`src/rtl/vdc_bus_master.sv`:
```
// vdc_bus_master: bus initiator for the HuC6270 CPU port.
// Turns one 16-bit register request into the byte-wise CS_n/RD_n/WR_n/A
// access sequence and collects read data. Every bus output is registered:
// the output logic computes the values for the state being entered, and
// those values are loaded on the same edge that loads the state.

module vdc_bus_master #(
    parameter int STROBE_CYC = 1,      // RD_n/WR_n low time per byte, 1..15
    parameter bit CACHE_ADDR = 1'b1    // skip the address write on a register hit
) (
    input  logic        clock,
    input  logic        reset_n,
    input  logic        req_valid,
    output logic        req_ready,
    input  logic [1:0]  req_kind,
    input  logic [4:0]  req_reg,
    input  logic [15:0] req_wdata,
    output logic        rsp_valid,
    output logic [15:0] rsp_rdata,
    output logic        CS_n,
    output logic        RD_n,
    output logic        WR_n,
    output logic [1:0]  A,
    output logic [7:0]  DO,
    input  logic [7:0]  DI,
    input  logic        BUSY_n
);

    typedef enum logic [2:0] {
        ST_IDLE   = 3'd0,
        ST_SETUP  = 3'd1,
        ST_STROBE = 3'd2,
        ST_HOLD   = 3'd3,
        ST_GAP    = 3'd4
    } state_t;

    // Request kinds: 0 register write, 1 register read, 2 status read, 3 address only
    localparam logic [1:0] KIND_WR   = 2'd0;
    localparam logic [1:0] KIND_STAT = 2'd2;
    localparam logic [1:0] KIND_ADDR = 2'd3;

    // Byte steps within one request
    localparam logic [1:0] STEP_ADDR = 2'd0;
    localparam logic [1:0] STEP_LSB  = 2'd1;
    localparam logic [1:0] STEP_MSB  = 2'd2;
    localparam logic [1:0] STEP_STAT = 2'd3;

    localparam logic [3:0] STROBE_LAST = 4'(STROBE_CYC - 1);

    // Direction of a byte: address bytes always write, status always reads,
    // data bytes follow the request kind.
    function automatic logic step_is_write(input logic [1:0] kind, input logic [1:0] step);
        logic w;
        case (step)
            STEP_ADDR: w = 1'b1;
            STEP_LSB,
            STEP_MSB:  w = (kind == KIND_WR);
            STEP_STAT: w = 1'b0;
            default:   w = 1'b0;
        endcase
        return w;
    endfunction

    // Port select driven for a byte step
    function automatic logic [1:0] step_port(input logic [1:0] step);
        logic [1:0] p;
        case (step)
            STEP_ADDR: p = 2'd0;
            STEP_LSB:  p = 2'd2;
            STEP_MSB:  p = 2'd3;
            STEP_STAT: p = 2'd0;
            default:   p = 2'd0;
        endcase
        return p;
    endfunction

    // Byte placed on DO for a step; read bytes drive zero
    function automatic logic [7:0] step_byte(input logic [1:0]  kind,
                                             input logic [1:0]  step,
                                             input logic [4:0]  rnum,
                                             input logic [15:0] wdata);
        logic [7:0] b;
        case (step)
            STEP_ADDR: b = {3'b000, rnum};
            STEP_LSB:  b = (kind == KIND_WR) ? wdata[7:0]  : 8'h00;
            STEP_MSB:  b = (kind == KIND_WR) ? wdata[15:8] : 8'h00;
            STEP_STAT: b = 8'h00;
            default:   b = 8'h00;
        endcase
        return b;
    endfunction

    // True when the step is the final byte of its request
    function automatic logic step_is_last(input logic [1:0] kind, input logic [1:0] step);
        logic l;
        case (step)
            STEP_ADDR: l = (kind == KIND_ADDR);
            STEP_LSB:  l = 1'b0;
            STEP_MSB:  l = 1'b1;
            STEP_STAT: l = 1'b1;
            default:   l = 1'b1;
        endcase
        return l;
    endfunction

    // First byte of a request; a cache hit jumps straight to the data LSB
    function automatic logic [1:0] first_step(input logic [1:0] kind, input logic hit);
        logic [1:0] s;
        case (kind)
            KIND_STAT: s = STEP_STAT;
            KIND_ADDR: s = STEP_ADDR;
            default:   s = hit ? STEP_LSB : STEP_ADDR;
        endcase
        return s;
    endfunction

    // Step following a non-final byte
    function automatic logic [1:0] next_step(input logic [1:0] step);
        logic [1:0] s;
        case (step)
            STEP_ADDR: s = STEP_LSB;
            STEP_LSB:  s = STEP_MSB;
            default:   s = step;
        endcase
        return s;
    endfunction

    state_t      state_r;
    state_t      state_s;
    logic [1:0]  step_r;
    logic [1:0]  step_s;
    logic [1:0]  kind_r;
    logic [4:0]  reg_r;
    logic [15:0] wdata_r;
    logic [15:0] acc_r;
    logic [3:0]  cnt_r;
    logic [4:0]  last_reg_r;
    logic        last_valid_r;

    logic        accept_s;
    logic        cache_hit_s;
    logic        capture_s;
    logic        done_s;
    logic [1:0]  kind_sel_s;
    logic [4:0]  reg_sel_s;
    logic [15:0] wdata_sel_s;
    logic        cs_s;
    logic        rd_s;
    logic        wr_s;
    logic [1:0]  a_s;
    logic [7:0]  do_s;

    assign accept_s    = (state_r == ST_IDLE) && req_valid;
    assign cache_hit_s = CACHE_ADDR && last_valid_r && (last_reg_r == req_reg);
    assign capture_s   = (state_r == ST_STROBE) && (cnt_r == 4'd0) && !step_is_write(kind_r, step_r);
    assign done_s      = (state_r == ST_GAP) && step_is_last(kind_r, step_r);

    // State and current byte step register
    always_ff @(posedge clock or negedge reset_n) begin
        if (!reset_n) begin
            state_r <= ST_IDLE;
            step_r  <= STEP_ADDR;
        end else begin
            state_r <= state_s;
            step_r  <= step_s;
        end
    end

    // Next-state logic: byte phases and progression through the request's bytes
    always_comb begin
        state_s = state_r;
        step_s  = step_r;
        case (state_r)
            ST_IDLE: begin
                if (req_valid) begin
                    state_s = ST_SETUP;
                    step_s  = first_step(req_kind, cache_hit_s);
                end else begin
                    state_s = ST_IDLE;
                end
            end
            ST_SETUP: begin
                if (BUSY_n) begin
                    state_s = ST_STROBE;
                end else begin
                    state_s = ST_SETUP;
                end
            end
            ST_STROBE: begin
                if (cnt_r == STROBE_LAST) begin
                    state_s = ST_HOLD;
                end else begin
                    state_s = ST_STROBE;
                end
            end
            ST_HOLD: begin
                state_s = ST_GAP;
            end
            ST_GAP: begin
                if (done_s) begin
                    state_s = ST_IDLE;
                end else begin
                    state_s = ST_SETUP;
                    step_s  = next_step(step_r);
                end
            end
            default: begin
                state_s = ST_IDLE;
                step_s  = STEP_ADDR;
            end
        endcase
    end

    // Output logic: bus levels for the state being entered (A/DO hold outside SETUP)
    always_comb begin
        kind_sel_s  = accept_s ? req_kind  : kind_r;
        reg_sel_s   = accept_s ? req_reg   : reg_r;
        wdata_sel_s = accept_s ? req_wdata : wdata_r;
        cs_s = 1'b1;
        rd_s = 1'b1;
        wr_s = 1'b1;
        a_s  = A;
        do_s = DO;
        case (state_s)
            ST_SETUP: begin
                cs_s = 1'b0;
                a_s  = step_port(step_s);
                do_s = step_byte(kind_sel_s, step_s, reg_sel_s, wdata_sel_s);
            end
            ST_STROBE: begin
                cs_s = 1'b0;
                if (step_is_write(kind_sel_s, step_s)) begin
                    wr_s = 1'b0;
                end else begin
                    rd_s = 1'b0;
                end
            end
            ST_HOLD: begin
                cs_s = 1'b0;
            end
            ST_IDLE,
            ST_GAP: begin
                cs_s = 1'b1;
            end
            default: begin
                cs_s = 1'b1;
            end
        endcase
    end

    // Bus output registers
    always_ff @(posedge clock or negedge reset_n) begin
        if (!reset_n) begin
            CS_n      <= 1'b1;
            RD_n      <= 1'b1;
            WR_n      <= 1'b1;
            A         <= 2'd0;
            DO        <= 8'h00;
            req_ready <= 1'b1;
        end else begin
            CS_n      <= cs_s;
            RD_n      <= rd_s;
            WR_n      <= wr_s;
            A         <= a_s;
            DO        <= do_s;
            req_ready <= (state_s == ST_IDLE);
        end
    end

    // Request capture at accept and read-byte assembly on the first strobe cycle
    always_ff @(posedge clock or negedge reset_n) begin
        if (!reset_n) begin
            kind_r  <= 2'd0;
            reg_r   <= 5'd0;
            wdata_r <= 16'h0000;
            acc_r   <= 16'h0000;
        end else if (accept_s) begin
            kind_r  <= req_kind;
            reg_r   <= req_reg;
            wdata_r <= req_wdata;
            acc_r   <= 16'h0000;
        end else if (capture_s) begin
            case (step_r)
                STEP_LSB:  acc_r[7:0]  <= DI;
                STEP_MSB:  acc_r[15:8] <= DI;
                STEP_STAT: acc_r       <= {8'h00, DI};
                default:   acc_r       <= acc_r;
            endcase
        end else begin
            acc_r <= acc_r;
        end
    end

    // Strobe-length counter, running only while a strobe is low
    always_ff @(posedge clock or negedge reset_n) begin
        if (!reset_n) begin
            cnt_r <= 4'd0;
        end else if (state_r == ST_STROBE) begin
            cnt_r <= cnt_r + 4'd1;
        end else begin
            cnt_r <= 4'd0;
        end
    end

    // Address cache: remembers the register once its address byte has finished HOLD
    always_ff @(posedge clock or negedge reset_n) begin
        if (!reset_n) begin
            last_reg_r   <= 5'd0;
            last_valid_r <= 1'b0;
        end else if ((state_r == ST_HOLD) && (step_r == STEP_ADDR)) begin
            last_reg_r   <= reg_r;
            last_valid_r <= 1'b1;
        end else begin
            last_reg_r   <= last_reg_r;
            last_valid_r <= last_valid_r;
        end
    end

    // Response: one-cycle pulse on the first IDLE cycle, read data held until the next one
    always_ff @(posedge clock or negedge reset_n) begin
        if (!reset_n) begin
            rsp_valid <= 1'b0;
            rsp_rdata <= 16'h0000;
        end else if (done_s) begin
            rsp_valid <= 1'b1;
            rsp_rdata <= acc_r;
        end else begin
            rsp_valid <= 1'b0;
            rsp_rdata <= rsp_rdata;
        end
    end

endmodule

```
`config.mk`:
```
export PLATFORM = sky130hd
export DESIGN_NAME = vdc_bus_master
export DESIGN_NICKNAME = d
export VERILOG_FILES = /design/src/rtl/vdc_bus_master.sv
export SDC_FILE = /design/constraint.sdc
export NUM_CORES = 1
export LEC_CHECK = 0
export ABC_AREA = 1
export CORE_UTILIZATION = 42
export CTS_BUF_LIST = sky130_fd_sc_hd__clkbuf_16
export DETAILED_ROUTE_END_ITERATION = 8
export PLACE_DENSITY = 0.7
export RECOVER_POWER = 50
export SLEW_MARGIN = 10
export SYNTH_ARGS = -nofsm -noshare
export SYNTH_HDL_FRONTEND = slang
export SYNTH_SLANG_ARGS = --single-unit
```
`constraint.sdc`:
```
create_clock -name clock -period 4.7 [get_ports clock]
set_input_delay 0.94 -clock clock [delete_from_list [all_inputs] [get_ports clock]]
set_output_delay 0.94 -clock clock [all_outputs]
set_load 0.05 [all_outputs]
```
==> reports/metrics.yaml <==
slowest_delay_ns: 0.87
irDropWorstVdd_mv: 0.374
grt_usage: 0.189
violations: "max-capacitance violations, max-slew violations"
fin_crit_sh: 0.713
slew_headroom: -0.346
synth_top_area_frac: 0.501
core_sq_mm: 0.00928
cap_violations: 1
rows: 35
fp.dieW_um: 100
drive_above_1_share: 0.0606
antenna_found_initial: 0
synth.largest_area_cell: "dfrtp_1"
synth_edf_count: 0
clock_latency_ns: 0.33
cts_htree_levels: 3
cts-hold-fix-buffers: 0
syn_nets: 538
yosys-top-cells-count: "nand2_1, dfrtp_1, inv_1"
critPathSlowestCell: "dlygate4sd3_1"
pin_count: 66
n_antenna_cell: 0
synth_area_sq_mm: 0.00405
required_ns: 4.92
tightest_slew_ns: 2.02
setup_viol: 0
place_congestion: 0.911
nNetsFinal: 602
dp.cells: 674
via_count: 3291
power.density_mw_per_mm2: 718
clock_skew_ns: 0.00999
area_growth_pct: 25.2
final_util: 0.546
cts_resized: 0
synth.yosys.seq_area_share: 0.527
numCtsBuffers: 9
final-seq-area_sq_mm: 0.00213
post_drt_wl_per_cell_um: 12.6
cp.arrival_ns: 3.57
drc_errors: 0
die_area_sq_mm: 0.0100
yosysMostFrequentCell: "nand2_1"
finalHoldViolations: 0
grt.overflow.total: 0
root_buffer: "clkbuf_16"
firstDrtPassIters: 4
crit_family: "buffers and inverters"
grt_pass1_vias: 3240
grt_max_degree: 86
initial_core_util: 0.436
grt_pass1_wl_mm: 14.8
clock_sinks: 85
die_y_um: 100
power_leakage_nw: 2.58
yosysUniqueCellTypes: 34
totalWireLength_mm: 8.71
cp_cell_sequence: "dlygate4sd3_1, nand3_1, buf_4, nand2_1, nand2_1, nand3b_1, inv_1, nand3_1, nand2_1"
critPathMaxFanout: 33
syn_avg_cell_area_sq_um: 8.23
cts_tree: "yes"
worstSetupPathType: "input pin to flop"
async_flop_share: 1.00
final_cells: 690
syn_inst: 492
crit_path_start_kind: "input pin"
synth_warnings: 0
fin_tns_setup_ns: 0
ant_nets: 0
worst_path_most_repeated_cell: "nand2_1"
status: "finished with violations"
synthFlopType: "dfrtp_1"
drtIter0Drc: 150
portBuffers: 65
ys_ff_latch: 85
finalCriticalPeriod_ns: 3.35
synth_area_leaders: "dfrtp_1, nand2_1, inv_1"
multi_input_area_sq_mm: 0.00156
fmax_ghz: 0.299
worst-path-buf-inv: 3
hpwl_mm: 6.31
grt_setup_unrepaired: "no"
clk_pin_slew_ns: 0.07
vias_per_cell: 4.77
postCtsSetupBuffers: 0
slew_viol_final: 86
cts_buffer_depth: 2
end_kind: "flop"
fillers: 890
hold_path.class: "flop to flop"
metal layers:
metal  vias to the layer above  global-route usage  wire (um)
met2                        80               0.322       4260
met4                         0              0.0569         82
met1                      1545               0.237       3920
li1                       1660                   -          -
met3                         6              0.0494        445
met5                         -                   0          0
kinds of logic after synthesis:
family                   after synthesis  share of synthesized area
AO/OA/AOI/OAI                         45                     0.0609
XOR/XNOR                               4                    0.00865
adder cells (fa/ha/maj)               11                     0.0340
buffers and inverters                 86                     0.0856
flip-flops                            85                      0.527
AND/OR/NAND/NOR                      261                      0.284
report_power, final:
group	internal [W]	switching [W]	total (W)
Combinational	0.000592	0.00117	0.00176
Sequential	0.00105	0.000159	0.00120
Clock	0.000366	0.000303	0.000669
Total	0.00200	0.00163	0.00364
flip-flops by register name (all words and copies together), names as in the netlist:
| signal | cells |
|---|---|
| acc_r | 16 |
| rsp_rdata | 16 |
| wdata_r | 16 |
| DO | 8 |
| last_reg_r | 5 |
| reg_r | 5 |
| cnt_r | 4 |
| state_r | 3 |
| A | 2 |
| kind_r | 2 |
| step_r | 2 |
| CS_n | 1 |
| RD_n | 1 |
| WR_n | 1 |
| last_valid_r | 1 |
| req_ready | 1 |
| rsp_valid | 1 |
stage by stage:
stage / instance area (sq um) / hold slack, ns / setup slack, ns / power, W
floorplan: 4050 / 0.435 / 2.28 / 0.00249
global placement: 4800 / 0.455 / 1.44 / 0.00294
detailed placement: 4800 / 0.459 / 1.37 / 0.00299
CTS: 5080 / 0.476 / 1.70 / 0.00368
global route: 5070 / 0.495 / 1.17 / 0.00392
finish: 5070 / 0.470 / 1.35 / 0.00364
worst min-delay path, delay by kind of cell, from the launching register on:
family / cells / cell delay (ns)
simple gates: 2 / 0.10
flops: 1 / 0.34
worst paths after layout:
path | start | to | slack (ns) | depth (start not counted)
hold / removal | acc_r[1] | rsp_rdata[1] | 0.47 | 2
max in group asynchronous | reset_n | A[0] | 2.33 | 1
min in group asynchronous | reset_n | rsp_rdata[4] | 1.17 | 1
hold reg to reg | acc_r[1] | rsp_rdata[1] | 0.47 | 2
setup reg to reg | state_r[2] | DO[7] | 1.96 | 9
setup / recovery | req_valid | DO[7] | 1.35 | 9
cell usage in the layout (no fill, tap or decap), types with 2 or more instances in the layout:
master | Yosys | routed
dfrtp_1 | 81 | 81
inv_6 | 0 | 2
clkdlybuf4s50_1 | 0 | 63
nand4_1 | 12 | 12
nand2_1 | 153 | 153
clkinv_4 | 0 | 2
nand2_2 | 2 | 2
nor2_1 | 34 | 34
nand3b_1 | 2 | 2
clkinv_2 | 0 | 2
nor3_1 | 3 | 3
clkinv_1 | 2 | 2
ha_1 | 11 | 11
xor2_1 | 3 | 3
inv_2 | 4 | 3
o211ai_1 | 2 | 2
o21ai_0 | 13 | 13
o21ai_1 | 21 | 21
dfstp_2 | 4 | 4
a21oi_1 | 2 | 2
inv_1 | 66 | 67
nand3_1 | 36 | 38
nor2_2 | 2 | 2
clkbuf_16 | 0 | 9
o21a_1 | 5 | 5
and2_1 | 10 | 10
cell type report:
class / count / share of cell area
Sequential cell: 85 / 0.421
Multi-Input combinational cell: 321 / 0.308
Timing Repair Buffer: 67 / 0.130
Inverter: 72 / 0.0533
Clock buffer: 9 / 0.0444
Tap cell: 129 / 0.0319
Clock inverter: 7 / 0.0121
Note: power is estimated with default switching activity, not from simulation.
